File: src/rtl/game_pkg.sv
// Shared game constants and the player HP state encoding, also used by the HP bar renderer.
package game_pkg;

  localparam int HP_W          = 8;
  localparam int MAX_HP        = 100;
  localparam int HEAL_AMOUNT   = 20;
  localparam int INVULN_FRAMES = 30;

  typedef enum logic [1:0] {
    ALIVE  = 2'd0,
    INVULN = 2'd1,
    DEAD   = 2'd2
  } hp_state_t;

endpackage

File: src/rtl/player_hp_if.sv
// Frame-result inputs from the damage calculator and HP status outputs toward renderer/game-state logic.
interface player_hp_if #(
  parameter int HP_W = game_pkg::HP_W
);
  logic [HP_W-1:0] damage;
  logic            heal;
  logic            isComplete;
  logic            frameTick;
  logic            restart;
  logic [HP_W-1:0] hp;
  logic            isInvuln;
  logic            isDead;
  logic            hitPulse;
  logic            gameOver;

  modport master (
    output damage, heal, isComplete, frameTick, restart,
    input  hp, isInvuln, isDead, hitPulse, gameOver
  );

  modport slave (
    input  damage, heal, isComplete, frameTick, restart,
    output hp, isInvuln, isDead, hitPulse, gameOver
  );
endinterface

File: src/rtl/hp_saturating_alu.sv
// Combinational HP update: saturating subtract of damage, then optional heal clamped at max_hp.
module hp_saturating_alu #(
  parameter int HP_W = game_pkg::HP_W
) (
  input  logic [HP_W-1:0] hp,
  input  logic [HP_W-1:0] damage,
  input  logic            heal_en,
  input  logic [HP_W-1:0] heal_amount,
  input  logic [HP_W-1:0] max_hp,
  output logic [HP_W-1:0] new_hp,
  output logic            zero_flag
);

  logic [HP_W:0]   diff;
  logic [HP_W-1:0] dmg_hp;
  logic [HP_W:0]   sum;

  // NOTE: every output gets a value on every path through always_comb, otherwise a latch is inferred.
  always_comb begin
    diff   = {1'b0, hp} - {1'b0, damage};
    // The extra MSB is the borrow: damage exceeded hp, so floor at zero instead of wrapping.
    dmg_hp = diff[HP_W] ? '0 : diff[HP_W-1:0];
    sum    = {1'b0, dmg_hp} + {1'b0, heal_amount};
    if (!heal_en)
      new_hp = dmg_hp;
    else if (sum > {1'b0, max_hp})
      new_hp = max_hp;
    else
      new_hp = sum[HP_W-1:0];
    zero_flag = (dmg_hp == '0);
  end

endmodule

File: src/rtl/player_hp_controller.sv
// Player HP accumulator with post-hit invulnerability frames, death detection and restart.
module player_hp_controller #(
  parameter int HP_W          = game_pkg::HP_W,
  parameter int MAX_HP        = game_pkg::MAX_HP,
  parameter int HEAL_AMOUNT   = game_pkg::HEAL_AMOUNT,
  parameter int INVULN_FRAMES = game_pkg::INVULN_FRAMES
) (
  input logic       clk,
  input logic       rst_n,
  player_hp_if.slave bus
);

  // Sized so INVULN_FRAMES itself fits, and never zero width when INVULN_FRAMES is 0.
  localparam int CNT_W = $clog2(INVULN_FRAMES + 2);

  game_pkg::hp_state_t state;
  logic [HP_W-1:0]     hp_q;
  logic [CNT_W-1:0]    cnt;
  logic                hit_q;
  logic                over_q;

  logic [HP_W-1:0]     alu_damage;
  logic [HP_W-1:0]     new_hp;
  logic                zero_flag;
  logic                hit;

  // Damage only counts in ALIVE; in INVULN the ALU sees zero damage so only the heal path acts.
  assign alu_damage = (state == game_pkg::ALIVE) ? bus.damage : '0;
  assign hit        = (bus.damage != '0);

  hp_saturating_alu #(.HP_W(HP_W)) u_alu (
    .hp         (hp_q),
    .damage     (alu_damage),
    .heal_en    (bus.heal),
    .heal_amount(HP_W'(HEAL_AMOUNT)),
    .max_hp     (HP_W'(MAX_HP)),
    .new_hp     (new_hp),
    .zero_flag  (zero_flag)
  );

  // NOTE: sequential state uses non-blocking assignments so every register samples pre-edge values.
  always_ff @(posedge clk or negedge rst_n) begin
    if (!rst_n) begin
      state  <= game_pkg::ALIVE;
      hp_q   <= HP_W'(MAX_HP);
      cnt    <= '0;
      hit_q  <= 1'b0;
      over_q <= 1'b0;
    end else begin
      hit_q  <= 1'b0;
      over_q <= 1'b0;
      if (bus.restart) begin
        state <= game_pkg::ALIVE;
        hp_q  <= HP_W'(MAX_HP);
        cnt   <= '0;
      end else begin
        unique case (state)
          game_pkg::ALIVE: begin
            // A frameTick here is deliberately ignored, so a fresh hit keeps its full count.
            if (bus.isComplete) begin
              if (hit && zero_flag) begin
                state  <= game_pkg::DEAD;
                hp_q   <= '0;
                hit_q  <= 1'b1;
                over_q <= 1'b1;
              end else begin
                hp_q <= new_hp;
                if (hit) begin
                  hit_q <= 1'b1;
                  if (INVULN_FRAMES != 0) begin
                    state <= game_pkg::INVULN;
                    cnt   <= CNT_W'(INVULN_FRAMES);
                  end
                end
              end
            end
          end
          game_pkg::INVULN: begin
            if (bus.isComplete)
              hp_q <= new_hp;
            if (bus.frameTick) begin
              if (cnt > CNT_W'(1)) begin
                cnt <= cnt - 1'b1;
              end else begin
                cnt   <= '0;
                state <= game_pkg::ALIVE;
              end
            end
          end
          game_pkg::DEAD: begin
            hp_q <= '0;
          end
          default: begin
            state <= game_pkg::ALIVE;
            cnt   <= '0;
          end
        endcase
      end
    end
  end

  assign bus.hp       = hp_q;
  assign bus.isInvuln = (state == game_pkg::INVULN);
  assign bus.isDead   = (state == game_pkg::DEAD);
  assign bus.hitPulse = hit_q;
  assign bus.gameOver = over_q;

endmodule

File: src/flat_wrapper.sv
// flat-port wrapper written by rule: the top's interface ports become plain ports
module player_hp_controller_flat 
#(
  parameter int HP_W          = game_pkg::HP_W,
  parameter int MAX_HP        = game_pkg::MAX_HP,
  parameter int HEAL_AMOUNT   = game_pkg::HEAL_AMOUNT,
  parameter int INVULN_FRAMES = game_pkg::INVULN_FRAMES
)
  (clk, rst_n, bus_damage, bus_heal, bus_isComplete, bus_frameTick, bus_restart, bus_hp, bus_isInvuln, bus_isDead, bus_hitPulse, bus_gameOver);
  player_hp_if #(.HP_W(HP_W)) bus_i ();
  input logic clk;
  input logic rst_n;
  input wire logic [$bits(bus_i.damage)-1:0] bus_damage;
  input wire logic [$bits(bus_i.heal)-1:0] bus_heal;
  input wire logic [$bits(bus_i.isComplete)-1:0] bus_isComplete;
  input wire logic [$bits(bus_i.frameTick)-1:0] bus_frameTick;
  input wire logic [$bits(bus_i.restart)-1:0] bus_restart;
  output wire logic [$bits(bus_i.hp)-1:0] bus_hp;
  output wire logic [$bits(bus_i.isInvuln)-1:0] bus_isInvuln;
  output wire logic [$bits(bus_i.isDead)-1:0] bus_isDead;
  output wire logic [$bits(bus_i.hitPulse)-1:0] bus_hitPulse;
  output wire logic [$bits(bus_i.gameOver)-1:0] bus_gameOver;
  assign bus_i.damage = bus_damage;
  assign bus_i.heal = bus_heal;
  assign bus_i.isComplete = bus_isComplete;
  assign bus_i.frameTick = bus_frameTick;
  assign bus_i.restart = bus_restart;
  assign bus_hp = bus_i.hp;
  assign bus_isInvuln = bus_i.isInvuln;
  assign bus_isDead = bus_i.isDead;
  assign bus_hitPulse = bus_i.hitPulse;
  assign bus_gameOver = bus_i.gameOver;
  player_hp_controller #(.HP_W(HP_W), .MAX_HP(MAX_HP), .HEAL_AMOUNT(HEAL_AMOUNT), .INVULN_FRAMES(INVULN_FRAMES)) u_core (.clk(clk), .rst_n(rst_n), .bus(bus_i));
endmodule
File: config.mk
export PLATFORM = sky130hd
export DESIGN_NAME = player_hp_controller_flat
export DESIGN_NICKNAME = d
export VERILOG_FILES = /design/src/rtl/game_pkg.sv /design/src/rtl/player_hp_if.sv /design/src/rtl/hp_saturating_alu.sv /design/src/rtl/player_hp_controller.sv /design/src/flat_wrapper.sv
export SDC_FILE = /design/constraint.sdc
export NUM_CORES = 1
export LEC_CHECK = 0
export ABC_AREA = 1
export CAP_MARGIN = 20
export CORE_ASPECT_RATIO = 1.4
export CORE_MARGIN = 10
export CORE_UTILIZATION = 50
export DETAILED_ROUTE_END_ITERATION = 6
export PLACE_DENSITY = 0.77
export SETUP_SLACK_MARGIN = 0.1
export SYNTH_ARGS = -nofsm -noshare
export SYNTH_HDL_FRONTEND = slang
export SYNTH_SLANG_ARGS = --single-unit
File: constraint.sdc
create_clock -name clk -period 3.01 [get_ports clk]
set_input_delay 0.4515 -clock clk [delete_from_list [all_inputs] [get_ports clk]]
set_output_delay 0.4515 -clock clk [all_outputs]
set_load 0.01 [all_outputs]
## Yosys cells after proc, flatten, opt, wreduce, memory -nomap -nowiden

Index checks and enable logic that the tools add are counted.

- Register bits: 17
- Latch bits: 0
- Bits in writable memories: 0
- Bits in read-only memories: 0
- Input port bits: 14
- Output and inout port bits: 12
- Word-level logic and storage cells: 60
- Memories: 0

- Add/subtract/negate cells: 3
- Multipliers: 0
- Divide/modulo/power cells: 0
- Order comparisons: 2
- Equality and inequality tests: 10
- Shift-type cells: 0
- Mux-type cells: 32
- Bitwise logic cells: 0
- Reduce and logical (&&, ||, !) cells: 8

Operator list:

| kind | number |
|---|---|
| $mux W8 | 8 |
| $mux W5 | 6 |
| $pmux W8 S3 | 1 |
| $ne A3 B3 Y1 const B | 5 |
| $pmux W5 S3 | 1 |
| $mux W2 | 6 |
| $reduce_and A5 Y1 | 2 |
| $add A8 B5 Y9 const B | 1 |
| $gt A9 B7 Y1 const B | 1 |
| $mux W1 | 9 |
| $sub A8 B8 Y9 | 1 |
| $logic_not A8 Y1 | 1 |
| $reduce_bool A8 Y1 | 1 |
| $pmux W2 S3 | 1 |
| $gt A5 B1 Y1 const B | 1 |
| $sub A5 B1 Y5 const B | 1 |
| $ne A4 B3 Y1 const B | 1 |
| $reduce_bool A4 Y1 | 1 |
| $ne A3 B2 Y1 const B | 1 |
| $reduce_and A3 Y1 | 1 |
| $eq A2 B1 Y1 const B | 1 |
| $eq A2 B2 Y1 const B | 1 |
| $logic_not A2 Y1 | 1 |
| $ne A2 B2 Y1 const B | 1 |
| $logic_and A1 B1 Y1 | 1 |

## Depth between registers and ports, before layout

- Depth after elaboration: 12
- Mapped depth: 28
- Gate-level depth less buffers: 26

## Cells and area by module

A second synthesis with hierarchy kept.

- Cells, all modules: 385
- Area total of the unflattened synthesis: 2398.6 µm²

By module, submodules not included:

| module | times used | cells each | area an instance (µm²) | sequential area each (µm²) |
|---|---|---|---|---|
| hp_saturating_alu | 1 | 231 | 1306.3 | 0.0 |
| player_hp_controller | 1 | 154 | 1092.3 | 429.2 |

## Worst setup path before layout

Ideal clock, no wire load.

- Path type: register to register
- Start: register u_core.state[0]
- End: register u_core.hp_q[1], in the netlist u_core.bus.hp[1]
- Setup time: 0.065 ns
- Arrival time: 3.008 ns
- Required time: 2.945 ns
- Path slack: -0.063 ns
- Cell stages (with the launch flop): 28
- Buffers on the path: 2
- Clock period less this slack: 3.073 ns
- Path through: dfrtp_1 > inv_1 > ha_1 > clkbuf_1 > nand2_1 > inv_1 > ha_1 > inv_1 > fa_1 > nand3_2 > nand2_2 > nand2_2 > nand2_4 > buf_12 > inv_1 > nor2_1 > ha_1 > inv_1 > nand3_1 > nand2_1 > nand2_1 > inv_1 > nor2_2 > nand2_2 > nand2_2 > nand2_2 > nand3b_1 > nand2_1

- Longest elaborated chain between the ends: 12
- Elaborated cells on any way between the ends: 21
- Those cells by class: add/sub: 2; order compare: 1; eq/ne: 4; mux: 9; reduce/logical: 5

Ends and longest elaborated chain:

| item | line | text |
|---|---|---|
| start, declared | player_hp_controller.sv:16 | `game_pkg::hp_state_t state;` |
| start signal, assigned | player_hp_controller.sv:44 | `state <= game_pkg::ALIVE;` |
| start signal, assigned | player_hp_controller.sv:53 | `state <= game_pkg::ALIVE;` |
| start signal, assigned | player_hp_controller.sv:62 | `state <= game_pkg::DEAD;` |
| $logic_not A2 Y1 | player_hp_controller.sv:28, player_hp_controller.sv:57 |  |
| $mux W8 | player_hp_controller.sv:28 | `assign alu_damage = (state == game_pkg::ALIVE) ? bus.damage : '0;` |
| $sub A8 B8 Y9 | hp_saturating_alu.sv:20 | `diff = {1'b0, hp} - {1'b0, damage};` |
| $mux W8 | hp_saturating_alu.sv:22 | `dmg_hp = diff[HP_W] ? '0 : diff[HP_W-1:0];` |
| $add A8 B5 Y9 | hp_saturating_alu.sv:23 | `sum = {1'b0, dmg_hp} + {1'b0, heal_amount};` |
| $gt A9 B7 Y1 | hp_saturating_alu.sv:26 | `else if (sum > {1'b0, max_hp})` |
| $mux W8 | hp_saturating_alu.sv:26 |  |
| $mux W8 | hp_saturating_alu.sv:24 | `if (!heal_en)` |
| $mux W8 | player_hp_controller.sv:61 | `if (hit && zero_flag) begin` |
| $mux W8 | player_hp_controller.sv:60 | `if (bus.isComplete) begin` |
| $pmux W8 S3 | player_hp_controller.sv:57 | `unique case (state)` |
| $mux W8 | player_hp_controller.sv:52 | `if (bus.restart) begin` |
| end signal, assigned | player_hp_controller.sv:54 | `hp_q <= HP_W'(MAX_HP);` |
| end signal, assigned | player_hp_controller.sv:67 | `hp_q <= new_hp;` |
| end signal, assigned | player_hp_controller.sv:80 | `hp_q <= new_hp;` |
| end, declared | player_hp_controller.sv:17 | `logic [HP_W-1:0] hp_q;` |

Parallel ways exist; a longest one is shown, timed or not. The select of a mux whose other input is x is not followed.
A chain may end at the register's enable or synchronous reset.

## Final worst setup path

Ends and elaborated chain as after synthesis.

==> flow_metrics.py <==
metrics = {
    "clock_network": {
        "hold_buffers": 0,
        "numCtsBuffers": 3,
        "cts_tree": "done",
        "cts_max_level": 1,
        "clk_path_buf_depth": 2,
        "cts.sink_count": 17,
        "clk_pin_slew_ns": 0.07,
        "clock-root-buffer": "clkbuf_8",
        "clk_latency_ns": 0.26,
    },
    "floorplan": {
        "core_sq_mm": 0.003441,
        "die-area_sq_mm": 0.006509,
        "die_y_um": 91.55,
        "die_w_um": 71.10,
        "initial_core_util_pct": 53.13,
        "io_pins": 26,
        "core.rowCount": 25,
    },
    "global_routing": {
        "antenna_found_initial": 0,
        "grt-ovfl-total": 0,
        "grt_max_degree": 18,
        "grt_pass1_wl_um": 8142,
        "grt_pass1_vias": 1820,
        "grt_usage_pct": 15.10,
    },
    "timing": {
        "timing.final.hold_violations": 0,
        "setup_violations": 0,
        "rsz0062_at_grt": "yes",
        "worstMarginPinSlew_ns": 0.8073,
        "min_period_ns": 2.909,
        "finClkSkew_ns": 0.002932,
        "slew_headroom_pct": 46.18,
        "timing.final.crit_share_pct": 96.63,
        "drv_slew": 0,
        "fmax_ghz": 0.3438,
    },
    "placement": {
        "placed_area_sq_mm": 0.002277,
        "place_inst": 355,
        "io_buffers": 25,
        "place.gp.congestion": 0.8737,
        "place_hpwl_um": 4007,
    },
    "routing": {
        "first_pass_iters": 4,
        "ant_nets": 0,
        "avgViaCountPerCell": 5.238,
        "drc": 0,
        "wl_per_cell_um": 14.64,
        "wirelength_um": 5357,
        "route.vias.total": 1917,
        "drt_iter0_markers": 61,
    },
    "setup_path": {
        "cp_slowest_cell": "dfrtp_1",
        "crit_path_max_fanout": 6,
        "crit_path_end_kind": "flip-flop",
        "cp.required_ns": 3.17,
        "cp_common_cell": "nand2_2",
        "cp.arrival_ns": 3.06,
        "cp_slowest_stage_delay_ns": 0.39,
        "path_delay_family": "simple AND/OR/NAND/NOR gates",
        "crit_type": "flip-flop to flip-flop",
        "r2r_setup_slack_ns": 0.10,
        "critPathLaunchType": "flip-flop",
        "cp_num_buf_inv": 7,
    },
    "synthesis": {
        "synth_edf_count": 0,
        "synth-main-ff-cell": "dfrtp_1",
        "synth-seq-cells": 17,
        "synth_nets": 300,
        "synth_async_sr_flop_share_pct": 100.0,
        "synthCells": 270,
        "yosysWarnings": 0,
        "syn_area_per_cell_sq_um": 6.770,
        "yosysUniqueCellTypes": 34,
        "synth_seq_area_share_pct": 23.48,
        "synth.cell_area_sq_mm": 0.001828,
    },
    "cells_and_area": {
        "fill_cells": 259,
        "ff_latch_area_sq_um": 429.2,
        "area_delta_synth_final_pct": 38.54,
        "stdcell_count": 366,
        "final_area_sq_mm": 0.002532,
        "nets": 357,
        "drive_gt1_share_pct": 32.82,
        "multi_input_area_sq_mm": 0.001349,
        "diodes": 0,
        "fin_util_pct": 73.60,
    },
    "outcome": {
        "outcome": "completed",
    },
    "flow_run": {
        "drv_cap": 0,
    },
    "hold_path": {
        "hp-class": "flip-flop to flip-flop",
    },
}
[cell type report]
class | instances | area share, %
clock buffer | 3 | 1.630
clock inverter | 1 | 0.1976
inverter | 49 | 7.559
multi-input combinational | 203 | 53.26
sequential | 17 | 16.95
tap | 40 | 1.976
timing repair buffer | 53 | 18.43
[kinds of logic after synthesis]
family / count (synthesis) / synth area share [%]
compound gates: 28 / 9.857
xor+xnor: 4 / 1.917
fa+ha+maj: 16 / 11.36
buf+inv: 51 / 11.43
flops: 17 / 23.48
simple gates: 154 / 41.96
[worst min-delay path, stage by stage (launching register included)]
cell	delay [ns]
dfrtp_1	0.37
nand2_1	0.06
nand2_1	0.05
[synth_stat cells (4+ instances only)]
cell	number	area share, %
nand3_2	6	3.3
nand3_1	19	5.2
inv_2	4	0.82
nand2_2	13	4.4
a21oi_1	10	2.7
nand2_1	77	16
nor2_2	6	2.1
dfrtp_1	14	19
nor2_1	17	3.5
o21ai_0	7	1.9
ha_1	15	10
inv_1	44	9.0
[cell usage in the layout, fill, tap and decap left out, drive strengths merged, types with 11 or more instances in the layout]
master | netlist | layout
clkdlybuf4s50 | 0 | 24
dfrtp | 14 | 14
inv | 48 | 49
nand3 | 26 | 26
nand2 | 94 | 95
ha | 15 | 15
o21ai | 11 | 11
a21oi | 14 | 14
buf | 1 | 28
nor2 | 23 | 23
[routing by layer]
layer,vias up,part of all wire [%],GRT usage [%]
li1,967,-,-
met1,891,39,15.64
met2,48,55,28.94
met3,11,3.2,1.852
met4,0,2.6,6.311
met5,-,0,0
[path summary, 6_finish.rpt]
kind | end | depth (start not counted) | startpoint
max in group asynchronous | u_core.bus.hp[4] | 1 | rst_n
min in group asynchronous | u_core.cnt[1] | 1 | rst_n
min | u_core.bus.hp[0] | 2 | u_core.bus.hp[0]
max reg2reg | u_core.bus.hp[1] | 26 | u_core.state[0]
max | u_core.bus.hp[1] | 26 | u_core.state[0]
min reg2reg | u_core.bus.hp[0] | 2 | u_core.bus.hp[0]
[sequential cells by signal, summed over array words and instances (netlist names)]
signal / count
u_core.state: 2
u_core.cnt: 5
u_core.bus.hitPulse: 1
u_core.bus.hp: 8
u_core.bus.gameOver: 1
[stage by stage]
| stage | setup TNS [ns] | setup slack, ns | hold slack, ns |
|---|---|---|---|
| finish | 0 | 0.1013 | 0.5187 |
| global route | 0 | 0.0008855 | 0.5467 |
| CTS | 0 | 0.1018 | 0.5125 |
| detailed placement | -0.9340 | -0.1194 | 0.4963 |
| global placement | -0.2044 | -0.04318 | 0.4967 |
| floorplan | 0 | 0.1083 | 0.1559 |
[repair_timing]
item | in CTS | in global routing
buffers inserted | 3 | 3
gates resized for setup | 4 | 33
hold endpoints to repair | 0 | 0
setup endpoints to repair | 14 | 14
pin swaps | 0 | 17
cloned | 0 | 1
Power is left out: the tool's default activity adds up to more than one toggle a clock period on the data nets, which glitch-free logic cannot reach.
